### src/rtl/m2_write_s_if.sv
// Write-S bus bundle: start/done control, S DPRAM read ports, SRAM write port,
// clip statistics and the FSM state for observation.
// The DUT side uses the slave modport; the parent (or bench) uses master.
interface m2_write_s_if;
  logic        WS_start;
  logic        WS_done;
  logic        WS_frame_done;
  logic [6:0]  S_address_a;
  logic [6:0]  S_address_b;
  logic [31:0] S_read_data_a;
  logic [31:0] S_read_data_b;
  logic [17:0] SRAM_address;
  logic [15:0] SRAM_write_data;
  logic        SRAM_we_n;
  logic [15:0] WS_clip_count;
  logic [1:0]  ws_state;

  modport slave (
    input  WS_start, S_read_data_a, S_read_data_b,
    output WS_done, WS_frame_done, S_address_a, S_address_b,
           SRAM_address, SRAM_write_data, SRAM_we_n, WS_clip_count, ws_state
  );

  modport master (
    output WS_start, S_read_data_a, S_read_data_b,
    input  WS_done, WS_frame_done, S_address_a, S_address_b,
           SRAM_address, SRAM_write_data, SRAM_we_n, WS_clip_count, ws_state
  );
endinterface

### src/rtl/m2_write_s.sv
// Milestone 2 IDCT write-back stage ("Write S").
// Reads one 8x8 block of S values from the S DPRAM, clips each to 8 bits,
// packs two pixels per word and writes 32 words into the Y/U/V segments.
// Block position counters walk Y, then U, then V, then wrap.
// Optional macro WS_CLIP_STATS_EN enables the saturating clipped-pixel counter.
//
// Handshake: WS_start is a level; a block begins on its rising edge seen in
// S_WS_IDLE only (edges elsewhere are dropped). WS_done pulses for one cycle
// when the block's last write has retired and SRAM_we_n is back high;
// WS_frame_done pulses with it on the last V block of a frame.
module m2_write_s #(
  parameter logic [17:0] Y_BASE        = 18'd0,
  parameter logic [17:0] U_BASE        = 18'd38400,
  parameter logic [17:0] V_BASE        = 18'd57600,
  parameter logic [17:0] Y_STRIDE      = 18'd160,
  parameter logic [17:0] UV_STRIDE     = 18'd80,
  parameter logic [5:0]  Y_COL_BLOCKS  = 6'd40,
  parameter logic [5:0]  UV_COL_BLOCKS = 6'd20,
  parameter logic [4:0]  ROW_BLOCKS    = 5'd30
) (
  input  logic        CLOCK_50_I,
  input  logic        Resetn,
  m2_write_s_if.slave ws
);

  typedef enum logic [1:0] {S_WS_IDLE, S_WS_LI, S_WS_RUN, S_WS_LO} ws_state_t;
  typedef enum logic [1:0] {SEG_Y, SEG_U, SEG_V} seg_t;

  ws_state_t   state, state_n;
  seg_t        seg;
  logic [4:0]  rb;
  logic [5:0]  cb;
  logic [4:0]  k;
  logic        start_q;
  logic        start_cond;
  logic [17:0] seg_base;
  logic [17:0] stride;
  logic [5:0]  col_blocks;
  logic [7:0]  row_idx;
  logic [17:0] addr_calc;
  logic        last_block;

  function automatic logic [7:0] clip8(input logic [31:0] v);
    if (v[31])          return 8'd0;
    else if (|v[30:8])  return 8'd255;
    else                return v[7:0];
  endfunction

  assign start_cond  = ws.WS_start & ~start_q;
  assign ws.ws_state = state;

  // Segment-dependent geometry and the SRAM word address of word k.
  always_comb begin
    seg_base   = Y_BASE;
    stride     = Y_STRIDE;
    col_blocks = Y_COL_BLOCKS;
    case (seg)
      SEG_U: begin seg_base = U_BASE; stride = UV_STRIDE; col_blocks = UV_COL_BLOCKS; end
      SEG_V: begin seg_base = V_BASE; stride = UV_STRIDE; col_blocks = UV_COL_BLOCKS; end
      default: ;
    endcase
    row_idx    = {rb, 3'b000} + {5'd0, k[4:2]};
    addr_calc  = seg_base + ({10'd0, row_idx} * stride) + {10'd0, cb, 2'b00} + {16'd0, k[1:0]};
    last_block = (seg == SEG_V) && (rb == ROW_BLOCKS - 5'd1) && (cb == col_blocks - 6'd1);
  end

  // State register and start-edge history.
  always_ff @(posedge CLOCK_50_I or negedge Resetn) begin
    if (!Resetn) begin
      state   <= S_WS_IDLE;
      start_q <= 1'b0;
    end else begin
      state   <= state_n;
      start_q <= ws.WS_start;
    end
  end

  // Next state and DPRAM read addresses; data arrives one clock later.
  always_comb begin
    state_n        = state;
    ws.S_address_a = 7'd0;
    ws.S_address_b = 7'd0;
    case (state)
      S_WS_IDLE: if (start_cond) state_n = S_WS_LI;
      S_WS_LI: begin
        ws.S_address_a = 7'd0;
        ws.S_address_b = 7'd1;
        state_n        = S_WS_RUN;
      end
      S_WS_RUN: begin
        ws.S_address_a = {1'b0, k, 1'b0} + 7'd2;
        ws.S_address_b = {1'b0, k, 1'b0} + 7'd3;
        if (k == 5'd31) state_n = S_WS_LO;
      end
      S_WS_LO:  state_n = S_WS_IDLE;
      default:  state_n = S_WS_IDLE;
    endcase
  end

  // Word index within the block.
  always_ff @(posedge CLOCK_50_I or negedge Resetn) begin
    if (!Resetn)                k <= 5'd0;
    else if (state == S_WS_LI)  k <= 5'd0;
    else if (state == S_WS_RUN) k <= k + 5'd1;
  end

  // Registered SRAM write port and completion pulses.
  always_ff @(posedge CLOCK_50_I or negedge Resetn) begin
    if (!Resetn) begin
      ws.SRAM_address    <= 18'd0;
      ws.SRAM_write_data <= 16'd0;
      ws.SRAM_we_n       <= 1'b1;
      ws.WS_done         <= 1'b0;
      ws.WS_frame_done   <= 1'b0;
    end else begin
      ws.WS_done       <= 1'b0;
      ws.WS_frame_done <= 1'b0;
      ws.SRAM_we_n     <= 1'b1;
      if (state == S_WS_RUN) begin
        ws.SRAM_we_n       <= 1'b0;
        ws.SRAM_address    <= addr_calc;
        ws.SRAM_write_data <= {clip8(ws.S_read_data_a), clip8(ws.S_read_data_b)};
      end else if (state == S_WS_LO) begin
        ws.WS_done       <= 1'b1;
        ws.WS_frame_done <= last_block;
      end
    end
  end

  // Block position: column, then row, then segment; wraps to Y block 0.
  always_ff @(posedge CLOCK_50_I or negedge Resetn) begin
    if (!Resetn) begin
      seg <= SEG_Y;
      rb  <= 5'd0;
      cb  <= 6'd0;
    end else if (state == S_WS_LO) begin
      if (cb == col_blocks - 6'd1) begin
        cb <= 6'd0;
        if (rb == ROW_BLOCKS - 5'd1) begin
          rb <= 5'd0;
          case (seg)
            SEG_Y:   seg <= SEG_U;
            SEG_U:   seg <= SEG_V;
            default: seg <= SEG_Y;
          endcase
        end else begin
          rb <= rb + 5'd1;
        end
      end else begin
        cb <= cb + 6'd1;
      end
    end
  end

`ifdef WS_CLIP_STATS_EN
  logic        fl_a, fl_b;
  logic [15:0] clip_inc;
  logic [15:0] clip_cnt;

  assign fl_a     = ws.S_read_data_a[31] | (|ws.S_read_data_a[30:8]);
  assign fl_b     = ws.S_read_data_b[31] | (|ws.S_read_data_b[30:8]);
  assign clip_inc = {15'd0, fl_a} + {15'd0, fl_b};

  // Saturating count of clipped pixels over all RUN cycles since reset.
  always_ff @(posedge CLOCK_50_I or negedge Resetn) begin
    if (!Resetn) begin
      clip_cnt <= 16'd0;
    end else if (state == S_WS_RUN) begin
      if (clip_cnt > 16'hFFFF - clip_inc) clip_cnt <= 16'hFFFF;
      else                                clip_cnt <= clip_cnt + clip_inc;
    end
  end

  assign ws.WS_clip_count = clip_cnt;
`else
  assign ws.WS_clip_count = 16'd0;
`endif

endmodule

### src/flat_wrapper.sv
// flat-port wrapper written by rule: the top's interface ports become plain ports
module m2_write_s_flat 
#(
  parameter logic [17:0] Y_BASE        = 18'd0,
  parameter logic [17:0] U_BASE        = 18'd38400,
  parameter logic [17:0] V_BASE        = 18'd57600,
  parameter logic [17:0] Y_STRIDE      = 18'd160,
  parameter logic [17:0] UV_STRIDE     = 18'd80,
  parameter logic [5:0]  Y_COL_BLOCKS  = 6'd40,
  parameter logic [5:0]  UV_COL_BLOCKS = 6'd20,
  parameter logic [4:0]  ROW_BLOCKS    = 5'd30
)
  (CLOCK_50_I, Resetn, ws_WS_start, ws_S_read_data_a, ws_S_read_data_b, ws_WS_done, ws_WS_frame_done, ws_S_address_a, ws_S_address_b, ws_SRAM_address, ws_SRAM_write_data, ws_SRAM_we_n, ws_WS_clip_count, ws_ws_state);
  m2_write_s_if ws_i ();
  input  logic CLOCK_50_I;
  input  logic Resetn;
  input wire logic [$bits(ws_i.WS_start)-1:0] ws_WS_start;
  input wire logic [$bits(ws_i.S_read_data_a)-1:0] ws_S_read_data_a;
  input wire logic [$bits(ws_i.S_read_data_b)-1:0] ws_S_read_data_b;
  output wire logic [$bits(ws_i.WS_done)-1:0] ws_WS_done;
  output wire logic [$bits(ws_i.WS_frame_done)-1:0] ws_WS_frame_done;
  output wire logic [$bits(ws_i.S_address_a)-1:0] ws_S_address_a;
  output wire logic [$bits(ws_i.S_address_b)-1:0] ws_S_address_b;
  output wire logic [$bits(ws_i.SRAM_address)-1:0] ws_SRAM_address;
  output wire logic [$bits(ws_i.SRAM_write_data)-1:0] ws_SRAM_write_data;
  output wire logic [$bits(ws_i.SRAM_we_n)-1:0] ws_SRAM_we_n;
  output wire logic [$bits(ws_i.WS_clip_count)-1:0] ws_WS_clip_count;
  output wire logic [$bits(ws_i.ws_state)-1:0] ws_ws_state;
  assign ws_i.WS_start = ws_WS_start;
  assign ws_i.S_read_data_a = ws_S_read_data_a;
  assign ws_i.S_read_data_b = ws_S_read_data_b;
  assign ws_WS_done = ws_i.WS_done;
  assign ws_WS_frame_done = ws_i.WS_frame_done;
  assign ws_S_address_a = ws_i.S_address_a;
  assign ws_S_address_b = ws_i.S_address_b;
  assign ws_SRAM_address = ws_i.SRAM_address;
  assign ws_SRAM_write_data = ws_i.SRAM_write_data;
  assign ws_SRAM_we_n = ws_i.SRAM_we_n;
  assign ws_WS_clip_count = ws_i.WS_clip_count;
  assign ws_ws_state = ws_i.ws_state;
  m2_write_s #(.Y_BASE(Y_BASE), .U_BASE(U_BASE), .V_BASE(V_BASE), .Y_STRIDE(Y_STRIDE), .UV_STRIDE(UV_STRIDE), .Y_COL_BLOCKS(Y_COL_BLOCKS), .UV_COL_BLOCKS(UV_COL_BLOCKS), .ROW_BLOCKS(ROW_BLOCKS)) u_core (.CLOCK_50_I(CLOCK_50_I), .Resetn(Resetn), .ws(ws_i));
endmodule
### config.mk
export PLATFORM = sky130hd
export DESIGN_NAME = m2_write_s_flat
export DESIGN_NICKNAME = d
export VERILOG_FILES = /design/src/rtl/m2_write_s_if.sv /design/src/rtl/m2_write_s.sv /design/src/flat_wrapper.sv
export SDC_FILE = /design/constraint.sdc
export NUM_CORES = 1
export LEC_CHECK = 0
export ABC_CLOCK_PERIOD_IN_PS = 6480
export BUFFER_PORTS_ARGS = -buffer_cell sky130_fd_sc_hd__buf_2
export CAP_MARGIN = 0
export CORE_UTILIZATION = 52
export DETAILED_ROUTE_END_ITERATION = 16
export PLACE_DENSITY = 0.84
export SYNTH_ARGS = -nofsm -noshare
export SYNTH_HDL_FRONTEND = slang
export SYNTH_SLANG_ARGS = --single-unit
### constraint.sdc
create_clock -name CLOCK_50_I -period 6.48 [get_ports CLOCK_50_I]
set_input_delay 0.648 -clock CLOCK_50_I [delete_from_list [all_inputs] [get_ports CLOCK_50_I]]
set_output_delay 0.648 -clock CLOCK_50_I [all_outputs]
set_load 0.005 [all_outputs]
==> flow_summary.toml, run 1 <==
[synthesis]
synth_edf_count = 0
synthCells = 442
synthDistinctLibCells = 53
avgSynthCellArea_um2 = 9.59
ys_warn_count = 0
seq_area_frac_synth = 0.337
ys_ff_latch = 57
synth_area_leaders = "dfrtp_1 (33%), ha_1 (17%), mux2_2 (5.0%)"
synthArstFlopShare = 1.00
synth_most_common_cell = "ha_1"
netlist_area_mm2 = 0.00424
synth-main-ff-cell = "dfrtp_1"
synth_top_area_cell = "dfrtp_1"
yosysTopAreaCellShare = 0.331
yosys-top-cells-count = "ha_1 (57), dfrtp_1 (56), nand2_1 (42), nor2_1 (41), inv_1 (32)"

[placed_design]
gp_congestion = 0.811
place_area_mm2 = 0.00485
numPortBuffers = 117
post-dp-hpwl_um = 7230

[floorplanning]
initial_utilization = 0.543
io_pins = 136
coreArea_mm2 = 0.00781
die_y_um = 92.3
die_width_um = 92.3
dieArea_mm2 = 0.00852
rows = 32

[clock_tree]
clkTransAtPathRegs_ps = 70
insertion_delay_ps = 330
root_buffer = "clkbuf_8"
post_cts_buffers = 0
clock-sinks = 57
cts_buffers = 9
cts_buffer_depth = 2
hold_buffers = 0
cts_tree = "yes"
cts_max_level = 3
cts_resized = 0

[setup_path]
worst_ep_required_time_ps = 6700
crit_chain = "inv_1 -> ha_1 -> o21ai_0 -> ha_1 -> inv_1 -> fa_1 -> inv_1 -> ha_1 -> ha_1 -> fa_1 -> a21o_2 -> a21oi_1 -> nor2b_1 -> o21ai_0 -> nand2_1 -> xor2_1 -> ha_1 -> nand3_1 -> o31ai_1 -> xnor2_1 -> mux2_2"
crit_path_frequent_cell = "ha_1"
end_kind = "flip-flop"
slowest_delay_ps = 740
cp_top_family = "adder cells"
worst-path-buf-inv = 3
slowest_stage = "ha_1"
crit_path_start_kind = "flip-flop"
worstSetupPathType = "reg -> reg"
worst-endpoint-arrival_ps = 5760
cp_max_fo = 25

[final_layout]
area_growth_pct = 19.2
final_cell_area_mm2 = 0.00505
drive_above_1_share = 0.290
diodes = 0
nets = 690

[pwr]
p_switching_w = 0.000555
power_density_mw_per_mm2 = 301
p_int_w = 0.000968
power_frac_comb = 0.395
p_sw_frac = 0.364
peakVddDrop_mv = 0.373
total_leakage_power_nw = 2.87
p_clk_frac = 0.234
seqPwrFrac = 0.371

[timing]
setup_viol = 0
min_period_over_period = 0.855
max_freq_mhz = 181
hold_viol = 0
slew_viol_final = 0
grt_setup_unrepaired = "no"
final.setup_skew_ps = 15.0
tightest_slew_ps = 719
final.setup.tns_ps = 0
max_slew_margin = 0.520
finalCriticalPeriod_ps = 5540

[routing]
drt_iter0_drc = 115
ant_nets = 0
wirelength_um = 9250
vias = 3546
viasPerCell = 5.34
drc = 0
dr.pass1.iters = 4
routedWlPerCell_um = 13.9

[global_routing]
track_usage = 0.227
top_usage_layer = "met2"
use_met3 = 0.0476
overflow = 0
grt_max_degree = 58
grt_pass1_wl_um = 15500
grt_pass1_vias = 3502
grt_use_met2 = 0.415
grtUsageMet1 = 0.272
antenna_found_initial = 0

[job]
maxCapViolCount = 0

[worst_hold_path]
hp-class = "in -> reg"

[status]
outcome = "complete, no violations"
layout by cell type, fill, tap and decap left out, drive strengths merged, types with 4 or more instances in the layout:
| master | instances |
|---|---|
| a211oi | 6 |
| a21o | 8 |
| a21oi | 8 |
| and2 | 5 |
| buf | 121 |
| clkbuf | 9 |
| clkinv | 4 |
| conb | 21 |
| dfrtp | 56 |
| fa | 8 |
| ha | 57 |
| inv | 32 |
| mux2 | 19 |
| nand2 | 42 |
| nand2b | 4 |
| nand3 | 8 |
| nor2 | 41 |
| nor2b | 5 |
| nor3 | 5 |
| nor4 | 10 |
| o21ai | 20 |
| o31ai | 17 |
| xnor2 | 12 |
| xor2 | 10 |
flip-flops by register name (all words and copies together) (netlist names), 2 cells and up:
register                   flops
u_core.k                       5
u_core.ws.SRAM_address        17
u_core.seg                     2
u_core.cb                      6
u_core.ws.ws_state             2
u_core.ws.SRAM_write_data     16
u_core.rb                      5
through the flow:
stage,hold slack [ps],total power (W),util,worst slack (ps),cells
floorplan,352,0.000945,-,1250,461
global placement,461,0.00113,0.621,1220,649
detailed placement,469,0.00117,0.621,892,649
CTS,425,0.00153,0.647,878,664
global route,419,0.00163,0.647,441,664
finish,445,0.00152,0.647,942,664
final cells by class:
cell class / instances / area, um2
Clock buffer: 9 / 124
Timing Repair Buffer: 121 / 616
Clock inverter: 6 / 83.8
Tap cell: 102 / 128
Multi-Input combinational cell: 337 / 2550
Inverter: 32 / 120
Fill cell: 654 / 2750
Sequential cell: 57 / 1430
final timing paths:
path / from / endpoint / slack (ps) / cells after the start
setup / recovery: u_core.seg[1]$_DFFE_PN0P_ / u_core.ws.SRAM_address[15]$_DFFE_PN0P_ / 940 / 21
hold / removal: ws_WS_start / u_core.start_q$_DFF_PN0_ / 450 / 1
setup reg to reg: u_core.seg[1]$_DFFE_PN0P_ / u_core.ws.SRAM_address[15]$_DFFE_PN0P_ / 940 / 21
hold reg to reg: u_core.ws.SRAM_address[8]$_DFFE_PN0P_ / u_core.ws.SRAM_address[8]$_DFFE_PN0P_ / 480 / 1
max in group asynchronous: Resetn / u_core.ws.SRAM_address[12]$_DFFE_PN0P_ / 5540 / 2
min in group asynchronous: Resetn / u_core.rb[4]$_DFFE_PN0P_ / 460 / 2
layer usage:
layer  vias up  part of all wire
li1       1733                 -
met5         -                 0
met1      1701              0.42
met4         0            0.0066
met2       106              0.53
met3         6             0.045
power groups by stage:
stage,registers [W],clock network [W],logic [W]
final,0.000564,0.000357,0.000602
after global routing,0.000581,0.000378,0.000675
after global placement,0.000561,0,0.000572
after detailed placement,0.000566,0,0.000600
after floorplan,0.000563,0,0.000382
after CTS,0.000564,0.000362,0.000602
kinds of logic (layout without fill, tap and decap cells):
logic type | Yosys count | after routing | synth area share
multiplexers | 19 | 19 | 0.0505
AO/OA/AOI/OAI | 77 | 77 | 0.130
other | 2 | 21 | 0.00177
adder cells (fa/ha/maj) | 66 | 66 | 0.209
flip-flops | 57 | 57 | 0.337
AND/OR/NAND/NOR | 131 | 131 | 0.144
XOR/XNOR | 23 | 23 | 0.0514
buffers and inverters | 67 | 168 | 0.0773
Power figures use the tool's default switching activity.
==> run 2: changes to the inputs <==
--- a/config.mk
+++ b/config.mk
@@ -5,12 +5,12 @@
 export SDC_FILE = /design/constraint.sdc
 export NUM_CORES = 1
 export LEC_CHECK = 0
-export ABC_CLOCK_PERIOD_IN_PS = 6480
+export ABC_CLOCK_PERIOD_IN_PS = 7100
 export BUFFER_PORTS_ARGS = -buffer_cell sky130_fd_sc_hd__buf_2
 export CAP_MARGIN = 0
-export CORE_UTILIZATION = 52
+export CORE_UTILIZATION = 56
 export DETAILED_ROUTE_END_ITERATION = 16
-export PLACE_DENSITY = 0.84
+export PLACE_DENSITY = 0.9
 export SYNTH_ARGS = -nofsm -noshare
 export SYNTH_HDL_FRONTEND = slang
 export SYNTH_SLANG_ARGS = --single-unit
==> constraint.sdc (replaced) <==
create_clock -name CLOCK_50_I -period 7.1 [get_ports CLOCK_50_I]
set_input_delay 0.71 -clock CLOCK_50_I [delete_from_list [all_inputs] [get_ports CLOCK_50_I]]
set_output_delay 0.71 -clock CLOCK_50_I [all_outputs]
set_load 0.005 [all_outputs]
==> run 2 against run 1 <==
- clock-buffer cell count rose by 2
- setup slack gained 660 ps
- clock skew decreased by 7.3 ps
- critical path depth is 1 higher
- die area down 7.0%
- sequential power decreased by 8.0%
- clock power is 6.2% lower
- first-iteration DRC count is 27% lower
- critical path type unchanged
- largest cell class unchanged
- highest routed layer unchanged
==> flow_summary.toml, run 2 (synthesis results as in run 1) <==
[final_layout]
area_growth_pct = 19.4
final_cell_area_mm2 = 0.00506
final_common_cell = "buf_2"
diodes = 0
largest_reg_flops = 17
drive_above_1_share = 0.290
reg_top3 = "u_core.ws.SRAM_address x17, u_core.ws.SRAM_write_data x16, u_core.cb x6"
layout.cells.non_filler = 662
largest-register = "u_core.ws.SRAM_address"
nets = 690
mostFrequentLayoutCells = "buf_2 (117), ha_1 (57), dfrtp_1 (56)"

[clock_tree]
hold_buffers = 0
cts_max_level = 3
root_buffer = "clkbuf_8"
clock-sinks = 57
clkTransAtPathRegs_ps = 70
cts_buffer_depth = 2
cts_buffers = 9
cts_resized = 0
cts_tree = "yes"
insertion_delay_ps = 330
post_cts_buffers = 0

[routing]
drc = 0
wirelength_um = 9140
dr.pass1.iters = 4
viasPerCell = 5.28
drt_iter0_drc = 84
routedWlPerCell_um = 13.8
vias = 3498
ant_nets = 0

[setup_path]
worst_ep_required_time_ps = 7320
cp_max_fo = 25
crit_path_start_kind = "flip-flop"
worst-endpoint-arrival_ps = 5710
end_kind = "flip-flop"
worstSetupPathType = "reg -> reg"

[timing]
max_slew_margin = 0.515
setup_viol = 0
hold_viol = 0
final.setup_skew_ps = 7.70
slew_viol_final = 0
grt_setup_unrepaired = "no"
tightest_slew_ps = 728
finalCriticalPeriod_ps = 5490
final.setup.tns_ps = 0
max_freq_mhz = 182
min_period_over_period = 0.774

[floorplanning]
coreArea_mm2 = 0.00729
io_pins = 136
rows = 31
die_y_um = 89.0
die_width_um = 89.0
initial_utilization = 0.581
dieArea_mm2 = 0.00792

[global_routing]
grt_pass1_wl_um = 14900
antenna_found_initial = 0
track_usage = 0.246
overflow = 0
grt_max_degree = 58
grt_pass1_vias = 3349

[worst_hold_path]
hp-class = "reg -> reg"

[placed_design]
post-dp-hpwl_um = 7100
place_area_mm2 = 0.00484
numPortBuffers = 117
dp.cells = 646
gp_congestion = 0.817

[pwr]
peakVddDrop_mv = 0.284
power_density_mw_per_mm2 = 277
total_leakage_power_nw = 2.87

[status]
outcome = "complete, no violations"

[job]
maxCapViolCount = 0
run 2: worst paths after layout:
path                                                               start                                        to  slack [ps]  cells after the start
worst max-delay path                           u_core.seg[1]$_DFFE_PN0P_    u_core.ws.SRAM_address[15]$_DFFE_PN0P_        1610                     22
worst min-delay path            u_core.ws.SRAM_write_data[3]$_DFFE_PN0P_  u_core.ws.SRAM_write_data[3]$_DFFE_PN0P_         480                      2
worst max register to register                 u_core.seg[1]$_DFFE_PN0P_    u_core.ws.SRAM_address[15]$_DFFE_PN0P_        1610                     22
worst min register to register  u_core.ws.SRAM_write_data[3]$_DFFE_PN0P_  u_core.ws.SRAM_write_data[3]$_DFFE_PN0P_         480                      2
max in group asynchronous                                         Resetn    u_core.ws.SRAM_address[10]$_DFFE_PN0P_        6100                      2
min in group asynchronous                                         Resetn                  u_core.rb[4]$_DFFE_PN0P_         490                      2
run 2: layer usage:
| layer | share of wire | GRT usage | wire [um] |
|---|---|---|---|
| met5 | 0 | 0 | 0 |
| met4 | 0.015 | 0.0866 | 140 |
| met3 | 0.042 | 0.0591 | 386 |
| met2 | 0.53 | 0.446 | 4810 |
| met1 | 0.42 | 0.285 | 3800 |
run 2: critical path, cell delays in order, from the launching register on:
cell and delay (ps):
dfrtp_1 400, inv_1 80, ha_1 750, nand2_1 230, o21ai_0 170, ha_1 270, inv_1 80, fa_1 410
inv_1 60, ha_1 220, ha_1 340, fa_1 480, a21o_2 230, a21oi_1 220, nor2b_1 70, o21ai_0 140
nand2_1 80, xor2_1 160, ha_1 310, nand3_1 90, o31ai_1 250, xnor2_1 90, mux2_2 260
run 2: final cells by class:
| cell class | count | area (um2) |
|---|---|---|
| Timing Repair Buffer | 121 | 616 |
| Multi-Input combinational cell | 337 | 2550 |
| Sequential cell | 57 | 1430 |
| Clock buffer | 11 | 141 |
| Fill cell | 566 | 2230 |
| Clock inverter | 5 | 78.8 |
| Tap cell | 99 | 124 |
| Inverter | 32 | 120 |
run 2: where the power goes:
part	leakage, nW	internal (W)	switching [W]	total, W
logic	2.03	0.000257	0.000294	0.000551
registers	0.733	0.000434	0.0000856	0.000519
clock network	0.113	0.000207	0.000128	0.000335
run 2: stage by stage:
step                      setup slack (ps)   util  hold slack (ps)  total power (W)
final                                 1610  0.694              483          0.00140
after global routing                  1160  0.694              488          0.00150
after CTS                             1620  0.694              478          0.00141
after detailed placement              1630  0.664              463          0.00107
after global placement                1850  0.664              462          0.00103
after floorplan                       1870      -              414         0.000863
